===== src/rtl/mem_wb_stage.sv =====
// MEM/WB pipeline register: load lane extraction, sign/zero extension, write-back mux and misalignment flag.
// Optional stall/flush event counters are enabled with `define MEM_WB_PERF_CNT_EN.
module mem_wb_stage #(
  parameter int DATA_W = 32,  // 32 or 64
  parameter int REG_AW = 5,
  localparam int LANE_W = $clog2(DATA_W/8)
) (
  input  logic              clk,
  input  logic              rst_n,
  input  logic              stall_i,
  input  logic              flush_i,
  input  logic              valid_i,
  input  logic [DATA_W-1:0] mem_data_i,
  input  logic [DATA_W-1:0] alu_data_i,
  input  logic [LANE_W-1:0] addr_lo_i,
  input  logic [1:0]        load_size_i,
  input  logic              load_unsigned_i,
  input  logic [REG_AW-1:0] wb_reg_i,
  input  logic              reg_write_i,
  input  logic              mem_to_reg_i,
  output logic              valid_o,
  output logic [REG_AW-1:0] wb_reg_o,
  output logic              reg_write_o,
  output logic [DATA_W-1:0] mem_data_o,
  output logic [DATA_W-1:0] alu_data_o,
  output logic              mem_to_reg_o,
  output logic [DATA_W-1:0] wb_data_o,
  output logic              misalign_o
`ifdef MEM_WB_PERF_CNT_EN
  ,
  output logic [31:0]       stall_cnt_o,
  output logic [31:0]       flush_cnt_o
`endif
);

  localparam bit IS64 = (DATA_W == 64);
  localparam logic [LANE_W-1:0] HALF_MASK = ~LANE_W'(1);
  localparam logic [LANE_W-1:0] WORD_MASK = ~LANE_W'(3);

  logic [LANE_W-1:0] offset;
  logic [DATA_W-1:0] shifted;
  logic [DATA_W-1:0] fieldMask;
  logic [DATA_W-1:0] topBit;
  logic [DATA_W-1:0] fieldVal;
  logic [DATA_W-1:0] alignedData;
  logic              signBit;
  logic              sizeMis;
  logic              misalignIn;
  logic              regWriteIn;

  // The field mask doubles as the extension mask: bits above the field get the sign.
  // A full-width field leaves no bits above it, so it is never extended.
  always_comb begin
    offset    = '0;
    fieldMask = '0;
    sizeMis   = 1'b0;
    case (load_size_i)
      2'b00: begin
        offset    = addr_lo_i;
        fieldMask = DATA_W'(8'hFF);
      end
      2'b01: begin
        offset    = addr_lo_i & HALF_MASK;
        fieldMask = DATA_W'(16'hFFFF);
        sizeMis   = addr_lo_i[0];
      end
      2'b10: begin
        offset    = addr_lo_i & WORD_MASK;
        fieldMask = DATA_W'(32'hFFFF_FFFF);
        sizeMis   = |addr_lo_i[1:0];
      end
      default: begin
        if (IS64) begin
          offset    = '0;
          fieldMask = '1;
          sizeMis   = |addr_lo_i;
        end else begin
          offset    = addr_lo_i & WORD_MASK;
          fieldMask = DATA_W'(32'hFFFF_FFFF);
          sizeMis   = |addr_lo_i[1:0];
        end
      end
    endcase
    shifted     = mem_data_i >> {offset, 3'b000};
    fieldVal    = shifted & fieldMask;
    topBit      = fieldMask & ~(fieldMask >> 1);
    signBit     = |(shifted & topBit);
    alignedData = fieldVal | ((signBit & ~load_unsigned_i) ? ~fieldMask : '0);
  end

  assign misalignIn = mem_to_reg_i & valid_i & sizeMis;
  assign regWriteIn = valid_i & reg_write_i & (|wb_reg_i) & ~misalignIn;

  // Flush only kills the control bits; data registers keep stale values.
  always_ff @(posedge clk or negedge rst_n) begin
    if (!rst_n) begin
      valid_o      <= 1'b0;
      wb_reg_o     <= '0;
      reg_write_o  <= 1'b0;
      mem_data_o   <= '0;
      alu_data_o   <= '0;
      mem_to_reg_o <= 1'b0;
      misalign_o   <= 1'b0;
    end else if (flush_i) begin
      valid_o     <= 1'b0;
      reg_write_o <= 1'b0;
      misalign_o  <= 1'b0;
    end else if (!stall_i) begin
      valid_o      <= valid_i;
      wb_reg_o     <= wb_reg_i;
      reg_write_o  <= regWriteIn;
      mem_data_o   <= alignedData;
      alu_data_o   <= alu_data_i;
      mem_to_reg_o <= mem_to_reg_i;
      misalign_o   <= misalignIn;
    end
  end

  assign wb_data_o = mem_to_reg_o ? mem_data_o : alu_data_o;

`ifdef MEM_WB_PERF_CNT_EN
  // Saturating event counters; a stall only counts while a live instruction is held.
  always_ff @(posedge clk or negedge rst_n) begin
    if (!rst_n) begin
      stall_cnt_o <= '0;
      flush_cnt_o <= '0;
    end else begin
      if (stall_i && !flush_i && valid_o && (stall_cnt_o != '1))
        stall_cnt_o <= stall_cnt_o + 32'd1;
      if (flush_i && (flush_cnt_o != '1))
        flush_cnt_o <= flush_cnt_o + 32'd1;
    end
  end
`endif

endmodule


===== config.mk =====
export PLATFORM = sky130hd
export DESIGN_NAME = mem_wb_stage
export DESIGN_NICKNAME = d
export VERILOG_FILES = /design/src/rtl/mem_wb_stage.sv
export SDC_FILE = /design/constraint.sdc
export NUM_CORES = 1
export LEC_CHECK = 0
export ABC_AREA = 1
export CELL_PAD_IN_SITES_DETAIL_PLACEMENT = 0
export CELL_PAD_IN_SITES_GLOBAL_PLACEMENT = 1
export CORE_MARGIN = 2
export CORE_UTILIZATION = 28
export CTS_CLUSTER_SIZE = 40
export DETAILED_ROUTE_END_ITERATION = 8
export PLACE_DENSITY = 0.79
export SLEW_MARGIN = 20
export SYNTH_ARGS = -nofsm -noshare
export SYNTH_HDL_FRONTEND = slang
export SYNTH_SLANG_ARGS = --single-unit

===== constraint.sdc =====
create_clock -name clk -period 1.48 [get_ports clk]
set_input_delay 0.296 -clock clk [delete_from_list [all_inputs] [get_ports clk]]
set_output_delay 0.296 -clock clk [all_outputs]
set_load 0.02 [all_outputs]

==> results of run 1 <==
[worst max-delay path: cells and delay by family (launching register included)]
| kind | cells | cell delay [ns] |
|---|---|---|
| AO/OA/AOI/OAI | 1 | 0.08 |
| flip-flops | 1 | 0.45 |
| buffers and inverters | 2 | 0.33 |
| AND/OR/NAND/NOR | 1 | 0.09 |
[cell families (layout without fill, tap and decap cells)]
logic type      count (synthesis)  count (layout)  synth area share
simple gates                  196             198             0.217
compound gates                147             147             0.199
buf+inv                        95             338             0.104
flops                          73              73             0.480
[per-stage QoR]
stage,hold slack (ns),util,power [mW],std cells,setup WS [ns]
2_1_floorplan,0.000409,-,3.64,511,-0.00144
3_3_place_gp,0.216,0.473,5.24,902,-0.508
3_5_place_dp,0.221,0.473,5.26,902,-0.565
4_1_cts,0.413,0.499,7.30,932,-0.129
5_1_grt,0.436,0.503,7.64,932,-0.171
6_report,0.411,0.503,7.29,932,-0.112
[cell type report]
class,count,area (sq um),area share
repair buffers,257,2320,0.348
flip-flops and latches,73,1830,0.274
multi-input cells,345,1740,0.261
clock buffers,12,256,0.0385
inverters,65,251,0.0377
well taps,176,220,0.0330
clock inverters,3,40.0,0.00601
repair inverters,1,7.51,0.00113
[how the worst min path moves through the flow]
stage | end | slack [ns]
6_report | mem_data_o[5] | 0.41
3_3_place_gp | mem_data_o[3] | 0.22
4_1_cts | alu_data_o[26] | 0.41
5_1_grt | alu_data_o[19] | 0.44
2_1_floorplan | alu_data_o[0] | 0.0004
3_5_place_dp | mem_data_o[5] | 0.22
[repair_timing]
action	CTS	global route
hold buffers	1	0
gates resized for setup	295	36
pin swaps	11	2
hold endpoints to repair	19	0
cloned	3	0
setup endpoints to repair	135	72
buffers inserted	11	0
[per-layer routing]
| layer | up-vias | global-route usage | part of all wire |
|---|---|---|---|
| met5 | - | 0 | 0 |
| met4 | 0 | 0.0610 | 0.017 |
| met3 | 20 | 0.0368 | 0.058 |
| met2 | 141 | 0.315 | 0.47 |
| met1 | 2012 | 0.274 | 0.45 |
| li1 | 2131 | - | - |
[power groups by stage]
stage	Combinational, mW	Clock, mW	Sequential (mW)
2_1_floorplan	0.844	0	2.80
3_3_place_gp	2.74	0	2.50
3_5_place_dp	2.75	0	2.51
4_1_cts	2.59	2.24	2.47
5_1_grt	2.83	2.31	2.50
6_report	2.63	2.19	2.47
[Yosys cell counts]
cell type	n	share of area
clkinv_1	1	0.00099
inv_2	1	0.00099
nand2_4	1	0.0030
o211ai_1	1	0.0020
o21bai_1	1	0.0020
nand3_1	13	0.017
a31o_2	1	0.0023
inv_1	62	0.061
o21ai_1	5	0.0066
o22a_1	2	0.0046
nor2_1	37	0.037
buf_2	6	0.0079
a21oi_1	37	0.049
nor2_4	2	0.0059
clkinv_4	1	0.0023
nand2_1	130	0.13
nand3_4	1	0.0046
nand3_2	2	0.0053
buf_1	1	0.00099
o22ai_1	3	0.0049
clkbuf_1	19	0.019
buf_4	1	0.0020
or2_2	5	0.0082
nor2_2	1	0.0016
o21ai_0	97	0.13
nand4_1	2	0.0033
nor3_1	1	0.0013
or2_1	1	0.0016
dfrtp_1	73	0.48
buf_6	3	0.0089
[registers in the layout, summed over array words and instances (netlist names)]
signal	count
mem_to_reg_o	1
alu_data_o	32
reg_write_o	1
valid_o	1
wb_reg_o	5
mem_data_o	32
misalign_o	1
==> results.txt, run 1 <==
----------------------------------------------------
[Power and ir drop]
  Net switching power ... 2.49 mW
  Static leakage power ... between 3 and 4 nW
  Share of total power in sequential cells ... 0.338
  Switching share of power ... 0.341
  Clock group share of total power ... 0.300
  Share of power burned in combinational logic ... 0.361
  Internal power consumption ... around 4.8 mW
  Largest voltage drop on the vdd net ... 0.000495 V
  Total power per unit cell area ... ~1100 mW/mm^2

[Timing]
  Slew headroom ... 0.742
  RSZ-0062 raised after global routing ... true
  Number of max-slew violations in the final report ... 0
  Top achievable clock speed ... roughly 630 MHz
  Final setup violation count ... 32
  Worst Skew ... 0 ns
  Transition time at the pin with the least slew margin ... 0.383 ns
  Worst setup margin ... -0.112 ns
  Hold Vio Cnt, Final ... 0
  Post-route fraction of the period consumed by the critical path ... 1.08
  Summed negative setup slack over all endpoints ... -2.30 ns
  Minimum period implied by the final worst setup slack ... 1.59 ns

[Yosys]
  Syn Nets ... 592
  Post-synthesis cell type count ... 30
  Cell count after synthesis ... around 510
  Average cell area after synthesis ... 7.44 sq um
  Warnings, synthesis ... 0
  Mapped cell area ... 0.00380 sq mm
  Flip-flop and latch count after synthesis ... 73
  Fraction of the yosys area taken by sequential cells ... 0.480

[Place]
  I/O Buffers ... 185
  Cell area reported after detailed placement ... 0.00626 sq mm
  Detail Placement HPWL ... approximately 11 mm
  Routability-driven placement congestion ratio ... 0.938

[Floorplan]
  Total I/O pin count ... 186
  Placement Rows ... 42
  Chip width ... about 120 microns
  Area of the placeable core ... 0.0132 sq mm
  Starting density of the core ... 0.287
  Die H ... 121 microns
  Die area ... 0.0145 sq mm

[Setup path]
  Critical Path Start ... mem_to_reg_o
  Reg-to-reg endpoint ... mem_data_o[2]
  Capturing element type of the critical path ... output pin
  Largest stage delay, worst path ... ~0.45 ns
  Type of the setup path with the least slack ... reg -> out
  Worst reg-to-reg setup slack ... 0.61 ns
  Required @ worst endpoint ... 1.18 ns
  Slowest library cell on the worst path ... dfrtp_2
  Critical-path maximum fanout ... 28
  CP Launch Type ... register
  Cell breakdown of the critical path ... buf_12, nand2_1, o21ai_0, buf_4
  Data arrival time of the critical path ... approximately 1.3 ns
  Startpoint of the lowest-slack register-to-register path ... mem_data_o[2]
  Worst Reg2Reg Path Length in Cells ... 3
  Endpoint of the worst setup timing path ... wb_data_o[24]

[GRT]
  Global-route wire length before repair ... 22.8 mm
  GRT Util Overall ... 0.198
  Number of global-route vias before repair ... ~4200
  Total gr overflow ... 0
  Number of antenna violations at the first check in global routing ... 0
  Pin count of the biggest net entering global routing ... 44

[CTS]
  Clock buffers created by TritonCTS ... 9
  Clock sink count ... 73
  Clock-pin transition on the worst setup and hold timing paths ... 0.05 ns
  Clock tree buffer depth ... 2
  CTS H-tree depth ... 3
  Clk root buf ... clkbuf_16
  TritonCTS clock tree ... done
  Worst-Skew Late Latency ... 0.33 ns

[Cells and area]
  Fin area ... 0.00667 sq mm
  Most common cell after layout, fill and taps aside ... nand2_1
  # diodes ... 0
  Filler Cell Count ... 1325
  Commonest cells after routing, fill and taps aside ... nand2_1, buf_4, clkdlybuf4s50_1
  Net total in the final layout ... 833
  Fraction of layout instances using a drive strength above 1 ... 0.230
  Syn-to-layout area delta ... 75.3%

[Hold path]
  Hold Crit Class ... in -> async

[Detailed routing]
  First-pass detailed-route iteration total ... 4
  Remaining antenna violation count after routing ... 0
  Post-route DRC violation count ... 0
  Routed length per placed instance ... 15.2 microns
  DR vias ... 4304
  Avg Vias per Cell ... between 4 and 5
  Routed wire length ... 14.2 mm
  Number of DRC violations after detailed-routing iteration 0 ... 282

[Outcome]
  Status ... finished, violations left
  Failing checks ... negative setup slack

[Flow run]
  Max-cap violations ... 0

----------------------------------------------------
Power figures use the tool's default switching activity.
==> run 2, diff against run 1 <==
clock period = 1.8 ns   (was 1.48 ns; I/O delays follow)
==> run 2 against run 1 <==
  * Non-clock buffer count fell by 33
  * Highest routed layer unchanged
  * Die area is the same
  * The run now ends clean
  * Via count is 5.6% lower
  * Core utilization decreased by 2.8 points
  * Setup slack improved by 0.15 ns
  * Cell count is 3.6% lower
  * Final area shrank 5.6%
  * Critical path depth decreased by 1
  * Register-to-register slack better by 0.32 ns
  * Global-route usage fell by 1.7 points
  * Sequential cell count stayed put
==> results.txt, run 2 (synthesis results as in run 1) <==
----------------------------------------------------
[Place]
  Number of placed cells counting well taps ... 880 (-2.4%)
  I/O Buffers ... 185 (unchanged)
  Worst-case setup slack after placement ... -0.347 ns (+0.218 ns)
  Routability-driven placement congestion ratio ... 0.891 (-5.1%)
  Detail Placement HPWL ... 10.5 mm (-2.5%)

[Timing]
  Minimum period implied by the final worst setup slack ... 1.76 ns
  Final setup violation count ... 0 (-100%)
  Top achievable clock speed ... 569 MHz
  Post-route fraction of the period consumed by the critical path ... 0.976
  Hold Vio Cnt, Final ... 0 (unchanged)
  Worst setup margin ... 0.0426 ns (+0.155 ns)
  Number of max-slew violations in the final report ... 0 (unchanged)
  RSZ-0062 raised after global routing ... true
  Slew headroom ... 0.703 (-0.0391)
  Transition time at the pin with the least slew margin ... 0.446 ns (+0.0627 ns)
  Worst hold slack across all endpoints ... 0.480 ns (+0.0696 ns)
  Worst Skew ... 0 ns (unchanged)

[Power and ir drop]
  Largest voltage drop on the vdd net ... 0.000422 V (-15%)
  Share of power burned in combinational logic ... 0.339 (-0.022)
  Total Power Consumption ... 5.87 mW (-20%)
  Share of total power in sequential cells ... 0.350 (+0.012)
  Total power per unit cell area ... 932 mW/mm^2 (-15%)
  Static leakage power ... 2.97 nW (-9.3%)
  Internal power consumption ... 3.90 mW (-19%)
  Clock group share of total power ... 0.311 (+0.011)
  Net switching power ... 1.97 mW (-21%)
  Switching share of power ... 0.336 (-0.00520)

[Setup path]
  Critical-path maximum fanout ... 24 (-14%)
  Required @ worst endpoint ... 1.44 ns (+0.26 ns)
  Startpoint of the lowest-slack register-to-register path ... mem_to_reg_o
  Largest stage delay, worst path ... 0.45 ns (about the same)
  Cell breakdown of the critical path ... buf_12, o21ai_0, clkdlybuf4s15_2
  Data arrival time of the critical path ... 1.40 ns (+0.10 ns)
  Critical Path Start ... mem_to_reg_o
  CP Launch Type ... register
  Type of the setup path with the least slack ... reg -> out
  Slowest library cell on the worst path ... dfrtp_2
  Capturing element type of the critical path ... output pin

[Floorplan]
  Area of the placeable core ... 0.0132 sq mm (unchanged)
  Total I/O pin count ... 186 (unchanged)
  Placement Rows ... 42 (unchanged)
  Starting density of the core ... 0.287 (unchanged)
  Die area ... 0.0145 sq mm (unchanged)
  Die H ... 121 microns (unchanged)
  Chip width ... 121 microns (unchanged)

[GRT]
  GRT Util Overall ... 0.181 (-0.0172)
  Total gr overflow ... 0 (unchanged)
  Pin count of the biggest net entering global routing ... 44 (unchanged)
  Number of global-route vias before repair ... 3821 (-9.6%)
  Global-route wire length before repair ... 20.6 mm (-9.5%)
  Number of antenna violations at the first check in global routing ... 0 (unchanged)

[Cells and area]
  Net total in the final layout ... 798 (-4.2%)
  # diodes ... 0 (unchanged)
  Leading registers by flop count ... alu_data_o (32), mem_data_o (32), wb_reg_o (5)
  Multi-input gate area in the final layout ... 0.00163 sq mm (-6.4%)
  Commonest cells after routing, fill and taps aside ... clkdlybuf4s50_1, nand2_1, o21ai_0
  Filler Cell Count ... 1330 (+0.38%)
  Syn-to-layout area delta ... 65.5%
  Final non-filler cell total ... 898 (-3.6%)
  Area taken by flip-flops and latches ... 0.00183 sq mm (about the same)
  Fraction of layout instances using a drive strength above 1 ... 0.150 (-0.0806)
  Most common cell after layout, fill and taps aside ... clkdlybuf4s50_1

[Detailed routing]
  Remaining antenna violation count after routing ... 0 (unchanged)
  Routed length per placed instance ... 14.9 microns (-2.0%)
  Avg Vias per Cell ... 4.52 (-2.1%)
  Number of DRC violations after detailed-routing iteration 0 ... 215 (-24%)
  First-pass detailed-route iteration total ... 5 (+1)
  Routed wire length ... 13.4 mm (-5.6%)
  DR vias ... 4061 (-5.6%)
  Post-route DRC violation count ... 0 (unchanged)

[Outcome]
  Status ... finished, final reports clean

[Flow run]
  Max-cap violations ... 0 (unchanged)

[CTS]
  Clock tree buffer depth ... 2 (unchanged)
  Clk root buf ... clkbuf_16
  Worst-Skew Late Latency ... 0.33 ns (about the same)
  Clock sink count ... 73 (unchanged)
  Clock-pin transition on the worst setup and hold timing paths ... 0.06 ns (about the same)
  TritonCTS clock tree ... done
  Clock buffers created by TritonCTS ... 9 (unchanged)
  CTS H-tree depth ... 3 (unchanged)

[Hold path]
  Start point of the worst min-delay path ... wb_reg_o[1]
  Hold Crit Class ... reg -> reg

----------------------------------------------------
==> run 2: metrics by stage <==
| stage | TNS (ns) | area [sq um] | util |
|---|---|---|---|
| after floorplan | 0 | 3800 | - |
| after global placement | -6.93 | 6080 | 0.459 |
| after detailed placement | -8.21 | 6080 | 0.459 |
| after CTS | 0 | 6390 | 0.483 |
| after global routing | -0.358 | 6290 | 0.475 |
| final | 0 | 6290 | 0.475 |
==> run 2: worst paths after layout <==
| kind | slack [ns] | depth (start not counted) | to |
|---|---|---|---|
| min reg2reg | 0.48 | 2 | wb_reg_o[1] |
| max reg2reg | 0.93 | 3 | mem_to_reg_o |
| min in group asynchronous | 0.54 | 2 | mem_data_o[6] |
| min | 0.48 | 2 | wb_reg_o[1] |
| max in group asynchronous | 0.68 | 3 | mem_data_o[25] |
| max | 0.04 | 3 | wb_data_o[26] |
==> run 2: routing by layer <==
metal	part of all wire	track usage
met4	0.012	0.0501
met3	0.054	0.0288
met1	0.47	0.259
met5	0	0
met2	0.47	0.284
==> run 2: final cells by class <==
type | instances | area share
clock buffer | 12 | 0.0407
clock inverter | 4 | 0.00815
inverter | 65 | 0.0400
multi-input combinational | 344 | 0.259
sequential | 73 | 0.290
tap | 176 | 0.0350
timing repair buffer | 224 | 0.327
==> run 2: critical path: cells and delay by family, from the launching register on <==
kind | cells | cell delay [ns]
flip-flops | 1 | 0.45
buffers and inverters | 2 | 0.46
AO/OA/AOI/OAI | 1 | 0.16
==> run 2: timing repair <==
item	4_1_cts	5_1_grt
cloned	0	1
gates resized for setup	140	36
hold endpoints to repair	28	0
buffers inserted	0	0
endpoints found under the setup margin	39	50
hold buffers	1	0
pin swaps	0	4
==> run 2: power groups by stage <==
stage / Sequential [mW] / Clock (mW) / Combinational (mW)
floorplan: 2.30 / 0 / 0.677
CTS: 2.06 / 1.87 / 2.07
global route: 2.08 / 1.94 / 2.14
detailed placement: 2.09 / 0 / 2.13
finish: 2.05 / 1.82 / 1.99
global placement: 2.08 / 0 / 2.12
==> edit 1, RTL diff (config.mk and constraints of run 1) <==
Add a define of `MEM_WB_PERF_CNT_EN`.
--- a/src/rtl/mem_wb_stage.sv
+++ b/src/rtl/mem_wb_stage.sv
@@ -1,4 +1,6 @@
 // MEM/WB pipeline register: load lane extraction, sign/zero extension, write-back mux and misalignment flag.
 // Optional stall/flush event counters are enabled with `define MEM_WB_PERF_CNT_EN.
+`define MEM_WB_PERF_CNT_EN
+
 module mem_wb_stage #(
   parameter int DATA_W = 32,  // 32 or 64
Function (old outputs only; new: flush_cnt_o and stall_cnt_o): kept (equiv_simple and equiv_induct, registers matched by name and starting in step).
==> edit 1 against run 1 <==
  * The run still ends with negative setup slack left
  * Cell area up 120%
  * Total power up 120%
  * Wire length up 130%
  * Sequential cell count up 64
  * Worst setup slack worse by 190 ps
  * Critical path depth unchanged
  * Area after synthesis up 110%
  * Largest power group unchanged
  * Highest routed layer unchanged
==> edit 1: results (changes against run 1) <==
Run status
  • Outcome: finished, violations left (unchanged)
  • Failing checks: negative setup slack (unchanged)

Place
  • HPWL after detailed placement: 23.5 mm (was 10.8 mm)
  • # placed instances: 1897 (was 902)
  • Worst slack, placed: -560 ps (was -565 ps)
  • Routability congestion estimate: 0.913 (was 0.938)
  • # port buffers: 249 (was 185)

Final layout
  • Non-Filler Instances: 1969 (was 932)
  • Share of cells above drive strength 1: 44.9% (was 23.0%)
  • Filler cell count: 2665 (was 1325)
  • Layout Nets: 1661 (was 833)
  • Ant diodes: 0 (unchanged)

Worst setup path
  • Max FO, Critical Path: 5 (was 28)
  • Critical Path Max Stage Delay: 470 ps (was 450 ps)
  • Top Family by Delay on Critical Path: flip-flops (unchanged)
  • CP max-delay cell: dfrtp_2 (unchanged)
  • Worst path arrival time: 1490 ps (was 1300 ps)
  • R2r setup slk: -240 ps (was 610 ps)

Timing
  • Setup violators final: 99 (was 32)
  • Least-Margin Pin Slew: 451 ps (was 383 ps)
  • Final WS setup: -304 ps (was -112 ps)
  • Clock Skew: 14.0 ps (was 0 ps)

Clock network
  • Bufs on Longest Clock Path: 2 (unchanged)
  • Clk pin slew, worst setup/hold paths: 70 ps (was 50 ps)
  • TritonCTS Buffers: 17 (was 9)
  • CTS Root Cell: clkbuf_16 (unchanged)
  • Clock Latency Late Sink: 430 ps (was 330 ps)
  • H-tree depth: 4 (was 3)

Logic synthesis
  • Async SR Flop Fraction: 100% (unchanged)
  • Synth area leaders: dfrtp_1, nand2_1, o21ai_0, inv_1, nor2_1 (was dfrtp_1, nand2_1, o21ai_0, inv_1, a21oi_1)
  • Cell variety after synth: 37 (was 30)
  • Syn Area/Cell: 7.53 um^2 (was 7.44 um^2)
  • Seq/Total Area, Yosys: 42.7% (was 48.0%)
  • Synth Net Count: 1149 (was 592)
  • Commonest cells in the netlist: nand2_1, dfrtp_1, inv_1 (was nand2_1, o21ai_0, dfrtp_1)

GRT
  • Tot GR Track Use: 21.2% (was 19.8%)
  • Antenna violations before repair: 0 (unchanged)
  • Met3 GRT Util: 5.18% (was 3.68%)
  • Largest net degree at the start of global routing: 43 (was 44)
  • Met2 GRT Util: 36.6% (was 31.5%)
  • First-pass GRT wire length: 50.1 mm (was 22.8 mm)
  • Met1 Use GR: 27.1% (was 27.4%)
  • Vias in the first global route: 9122 (was 4227)

Power
  • Static leakage: 0.00716 uW (was 0.00327 uW)
  • Worst IR Drop VDD: 0.600 mV (was 0.495 mV)
  • Pint: 10400 uW (was 4800 uW)

Routing
  • First drt pass iteration count: 5 (was 4)
  • Routed Wire Length: 32.4 mm (was 14.2 mm)
  • DR iter-0 viols: 467 (was 282)
  • Via count: 9002 (was 4304)
==> edit 1: cells by family after synthesis <==
group,Yosys count,share of synthesized area (%)
XOR/XNOR,49,5.35
flip-flops,137,42.7
AND/OR/NAND/NOR,543,29.0
adder cells (fa/ha/maj),2,0.312
buffers and inverters,157,8.92
AO/OA/AOI/OAI,178,13.7
==> edit 1: final cells by class <==
class,count,share of cell area (%)
multi-input combinational,772,32.9
tap,378,3.24
sequential,137,23.8
timing repair buffer,530,32.2
clock inverter,11,1.34
inverter,118,3.28
clock buffer,21,3.09
timing repair inverter,2,0.154
==> edit 1: path summary, 6_finish.rpt <==
check | from | end | cells after the start
max | mem_to_reg_o$_DFFE_PN0P_ | wb_data_o[18] | 4
min | rst_n | flush_cnt_o[19]$_DFFE_PN0P_ | 2
max reg2reg | flush_cnt_o[17]$_DFFE_PN0P_ | flush_cnt_o[26]$_DFFE_PN0P_ | 11
min reg2reg | wb_reg_o[1]$_DFFE_PN0P_ | wb_reg_o[1]$_DFFE_PN0P_ | 2
max in group asynchronous | rst_n | stall_cnt_o[8]$_DFFE_PN0P_ | 3
min in group clk | alu_data_i[4] | alu_data_o[4]$_DFFE_PN0P_ | 3
==> edit 1: power groups by stage <==
stage / clock network (uW) / registers, uW / logic (uW)
floorplan: 0 / 5520 / 1810
global placement: 0 / 4870 / 5770
detailed placement: 0 / 4880 / 5850
CTS: 4920 / 4830 / 5870
global route: 5070 / 4940 / 6780
finish: 4840 / 4860 / 6330
==> edit 1: per-layer routing <==
metal | wire (um) | vias to the layer above
met4 | 442 | 0
met5 | 0 | -
met3 | 1860 | 30
met2 | 16100 | 239
met1 | 14000 | 4339
li1 | - | 4394
==> edit 1: per-stage QoR <==
step	total power (uW)	hold slack [ps]	instance area, um^2	setup TNS [ps]	util (%)
after global placement	10600	257	12800	-46260	45.7
after floorplan	7330	0.409	8150	-3990	-
after global routing	16800	380	14600	-24990	52.1
after CTS	15600	369	13900	-17590	49.5
after detailed placement	10700	256	12800	-49780	45.7
final	16000	363	14600	-17230	52.1
==> edit 1: repair_timing <==
action,CTS,global route
buffers inserted,28,17
pin swaps,30,48
hold endpoints to repair,27,0
endpoints found under the setup margin,263,155
hold buffers,1,0
resized for setup,718,217
gates cloned,10,1
==> edit 2, RTL diff (settings of run 1) <==
Without the edit above. The parameter `REG_AW` goes from 5 to 4.
--- a/src/rtl/mem_wb_stage.sv
+++ b/src/rtl/mem_wb_stage.sv
@@ -3,5 +3,5 @@
 module mem_wb_stage #(
   parameter int DATA_W = 32,  // 32 or 64
-  parameter int REG_AW = 5,
+  parameter int REG_AW = 4,
   localparam int LANE_W = $clog2(DATA_W/8)
 ) (
Interface: changed (resized wb_reg_i and wb_reg_o); port bits go from 186 to 184. The function was not compared with the original's and may differ.
==> edit 2 against run 1 <==
  * Sequential cell count is 1 lower
  * Wire length is 2.0% higher
  * Register-to-register slack worse by 30 ps
  * Worst hold slack worse by 12 ps
  * Fmax is 5.2% lower
  * Synthesized cell count is 1.6% lower
  * Total power is 0.66% lower
  * Cell area is 3.3% higher
  * Core utilization is 2.1 points higher
  * Area after synthesis is 1.4% lower
  * Critical path type unchanged
  * The flow still finishes with violations (negative setup slack)
  * Worst setup slack worse by 87 ps
==> edit 2: results (changes against run 1) <==
Routing
  • DR iter-0 viols: 263 (was 282)
  • First drt pass iteration count: 5 (was 4)
  • Avg Vias per Cell: 4.68 (was 4.62)
  • Routed Wire Length: 14.5 mm (was 14.2 mm)

Place
  • # port buffers: 183 (was 185)
  • HPWL after detailed placement: 10.8 mm (about the same)
  • Routability congestion estimate: 0.893 (was 0.938)
  • Worst slack, placed: -693 ps (was -565 ps)
  • # placed instances: 902 (unchanged)

Min path
  • Worst Hold Class: in -> async (unchanged)

Logic synthesis
  • Seq/Total Area, Yosys: 48.0% (about the same)
  • Cell variety after synth: 25 (was 30)
  • Async SR Flop Fraction: 100% (unchanged)
  • Synth Net Count: 583 (was 592)
  • Synthesis Warnings: 0 (unchanged)
  • Commonest cells in the netlist: nand2_1, o21ai_0, dfrtp_1 (unchanged)
  • Cell count after synthesis: 503 (was 511)
  • Synth area leaders: dfrtp_1, o21ai_0, nand2_1, inv_1, a21oi_1 (was dfrtp_1, nand2_1, o21ai_0, inv_1, a21oi_1)

GRT
  • Antenna violations before repair: 0 (unchanged)
  • Vias in the first global route: 4339 (was 4227)
  • Largest net degree at the start of global routing: 43 (was 44)
  • First-pass GRT wire length: 22.5 mm (was 22.8 mm)
  • Tot GR Track Use: 20.1% (was 19.8%)

Final layout
  • Ant diodes: 0 (unchanged)
  • Layout Nets: 830 (was 833)
  • Filler cell count: 1254 (was 1325)
  • Non-Filler Instances: 930 (was 932)
  • Share of cells above drive strength 1: 28.1% (was 23.0%)
  • Registers with the most flip-flops: alu_data_o: 32 flops, mem_data_o: 32 flops, wb_reg_o: 4 flops (was alu_data_o: 32 flops, mem_data_o: 32 flops, wb_reg_o: 5 flops)

Clock network
  • Clk pin slew, worst setup/hold paths: 60 ps
  • Bufs on Longest Clock Path: 2 (unchanged)
  • Clock Latency Late Sink: 330 ps (about the same)
  • H-tree depth: 3 (unchanged)
  • CTS Root Cell: clkbuf_16 (unchanged)
  • TritonCTS Buffers: 9 (unchanged)

Worst setup path
  • CP Capture Type: primary output (unchanged)
  • CP max-delay cell: dfrtp_2 (unchanged)
  • Max FO, Critical Path: 5 (was 28)
  • CP Launch Type: flip-flop (unchanged)
  • Critical Path Max Stage Delay: 450 ps (about the same)
  • Reg2Reg Depth: 3 (unchanged)

Timing
  • Clock Skew: 0 ps (unchanged)
  • Final WS setup: -199 ps (was -112 ps)
  • Setup TNS: -3410 ps (was -2300 ps)
  • Slew margin rel.: 75.9% (was 74.2%)
  • Setup violators final: 32 (unchanged)

Run status
  • Outcome: finished, violations left (unchanged)
  • Failing checks: negative setup slack (unchanged)

Power
  • Worst IR Drop VDD: 0.585 mV (was 0.495 mV)
  • Static leakage: 0.00334 uW (was 0.00327 uW)
## edit 2: changes by cell type in the layout (fill, tap and decap cells not counted), moves of 4 or more
cell / delta
nand2_1: -19
buf_6: +15
buf_4: -6
o21ai_4: +8
nand2_2: +9
o21ai_1: -12
a21oi_1: -12
clkdlybuf4s50_1: -4
a21oi_2: +13
## edit 2: critical path: cells and delay by family (launching register included)
family | cells | cell delay (ps)
DFF | 1 | 450
AOI/OAI and AO/OA | 1 | 140
buffers and inverters | 3 | 470
## edit 2: stage by stage
step / instance area (um^2) / util [%]
finish: 6890 / 52.4
global placement: 6300 / 48.0
CTS: 6680 / 50.8
global route: 6890 / 52.4
detailed placement: 6300 / 48.0
floorplan: 3760 / -
## edit 2: area by class of cell
class                   instances  area, um^2  area share [%]
flip-flops and latches         72        1800            26.2
clock inverters                 4        22.5           0.327
well taps                     176         220            3.20
clock buffers                  11         233            3.38
multi-input cells             338        1890            27.4
inverters                      65         246            3.58
repair buffers                264        2470            35.9
## edit 2: path summary, 6_finish.rpt
path / end / start / slack [ps]
worst max-delay path: wb_data_o[25] / mem_to_reg_o$_DFFE_PN0P_ / -200
worst min-delay path: mem_data_o[23]$_DFFE_PN0P_ / rst_n / 400
worst max register to register: mem_data_o[11]$_DFFE_PN0P_ / mem_data_o[11]$_DFFE_PN0P_ / 580
worst min register to register: wb_reg_o[0]$_DFFE_PN0P_ / wb_reg_o[0]$_DFFE_PN0P_ / 490
max in group asynchronous: mem_to_reg_o$_DFFE_PN0P_ / rst_n / 610
min in group clk: wb_reg_o[0]$_DFFE_PN0P_ / wb_reg_o[0]$_DFFE_PN0P_ / 490
## edit 2: cells by family (layout without fill, tap and decap cells)
| kind of cell | after synthesis | count (layout) | synth area share [%] |
|---|---|---|---|
| AND/OR/NAND/NOR | 189 | 190 | 21.1 |
| AO/OA/AOI/OAI | 148 | 148 | 21.1 |
| buffers and inverters | 94 | 344 | 9.78 |
| flip-flops | 72 | 72 | 48.0 |
## edit 2: per-layer routing
layer | part of all wire [%] | wire, um | up-vias | GRT usage, %
met4 | 2.4 | 347 | 0 | 8.31
met2 | 50 | 7190 | 146 | 33.5
met1 | 43 | 6240 | 2059 | 26.0
met5 | 0 | 0 | - | 0
li1 | - | - | 2121 | -
met3 | 4.9 | 705 | 23 | 3.04
## edit 2: what timing repair did
action,CTS,global route
hold buffers,1,0
endpoints found under the setup margin,137,68
endpoints found under the hold margin,18,0
setup buffers,9,0
resized for setup,320,72
pin swaps,11,14
gates cloned,2,1
## edit 2: power by group
part / internal, uW / switching [uW] / total, uW / leakage, uW
Combinational: 1320 / 1590 / 2900 / 0.00236
Clock: 1120 / 790 / 1910 / 0.000125
Sequential: 2240 / 197 / 2430 / 0.000863
Total: 4670 / 2580 / 7240 / 0.00334
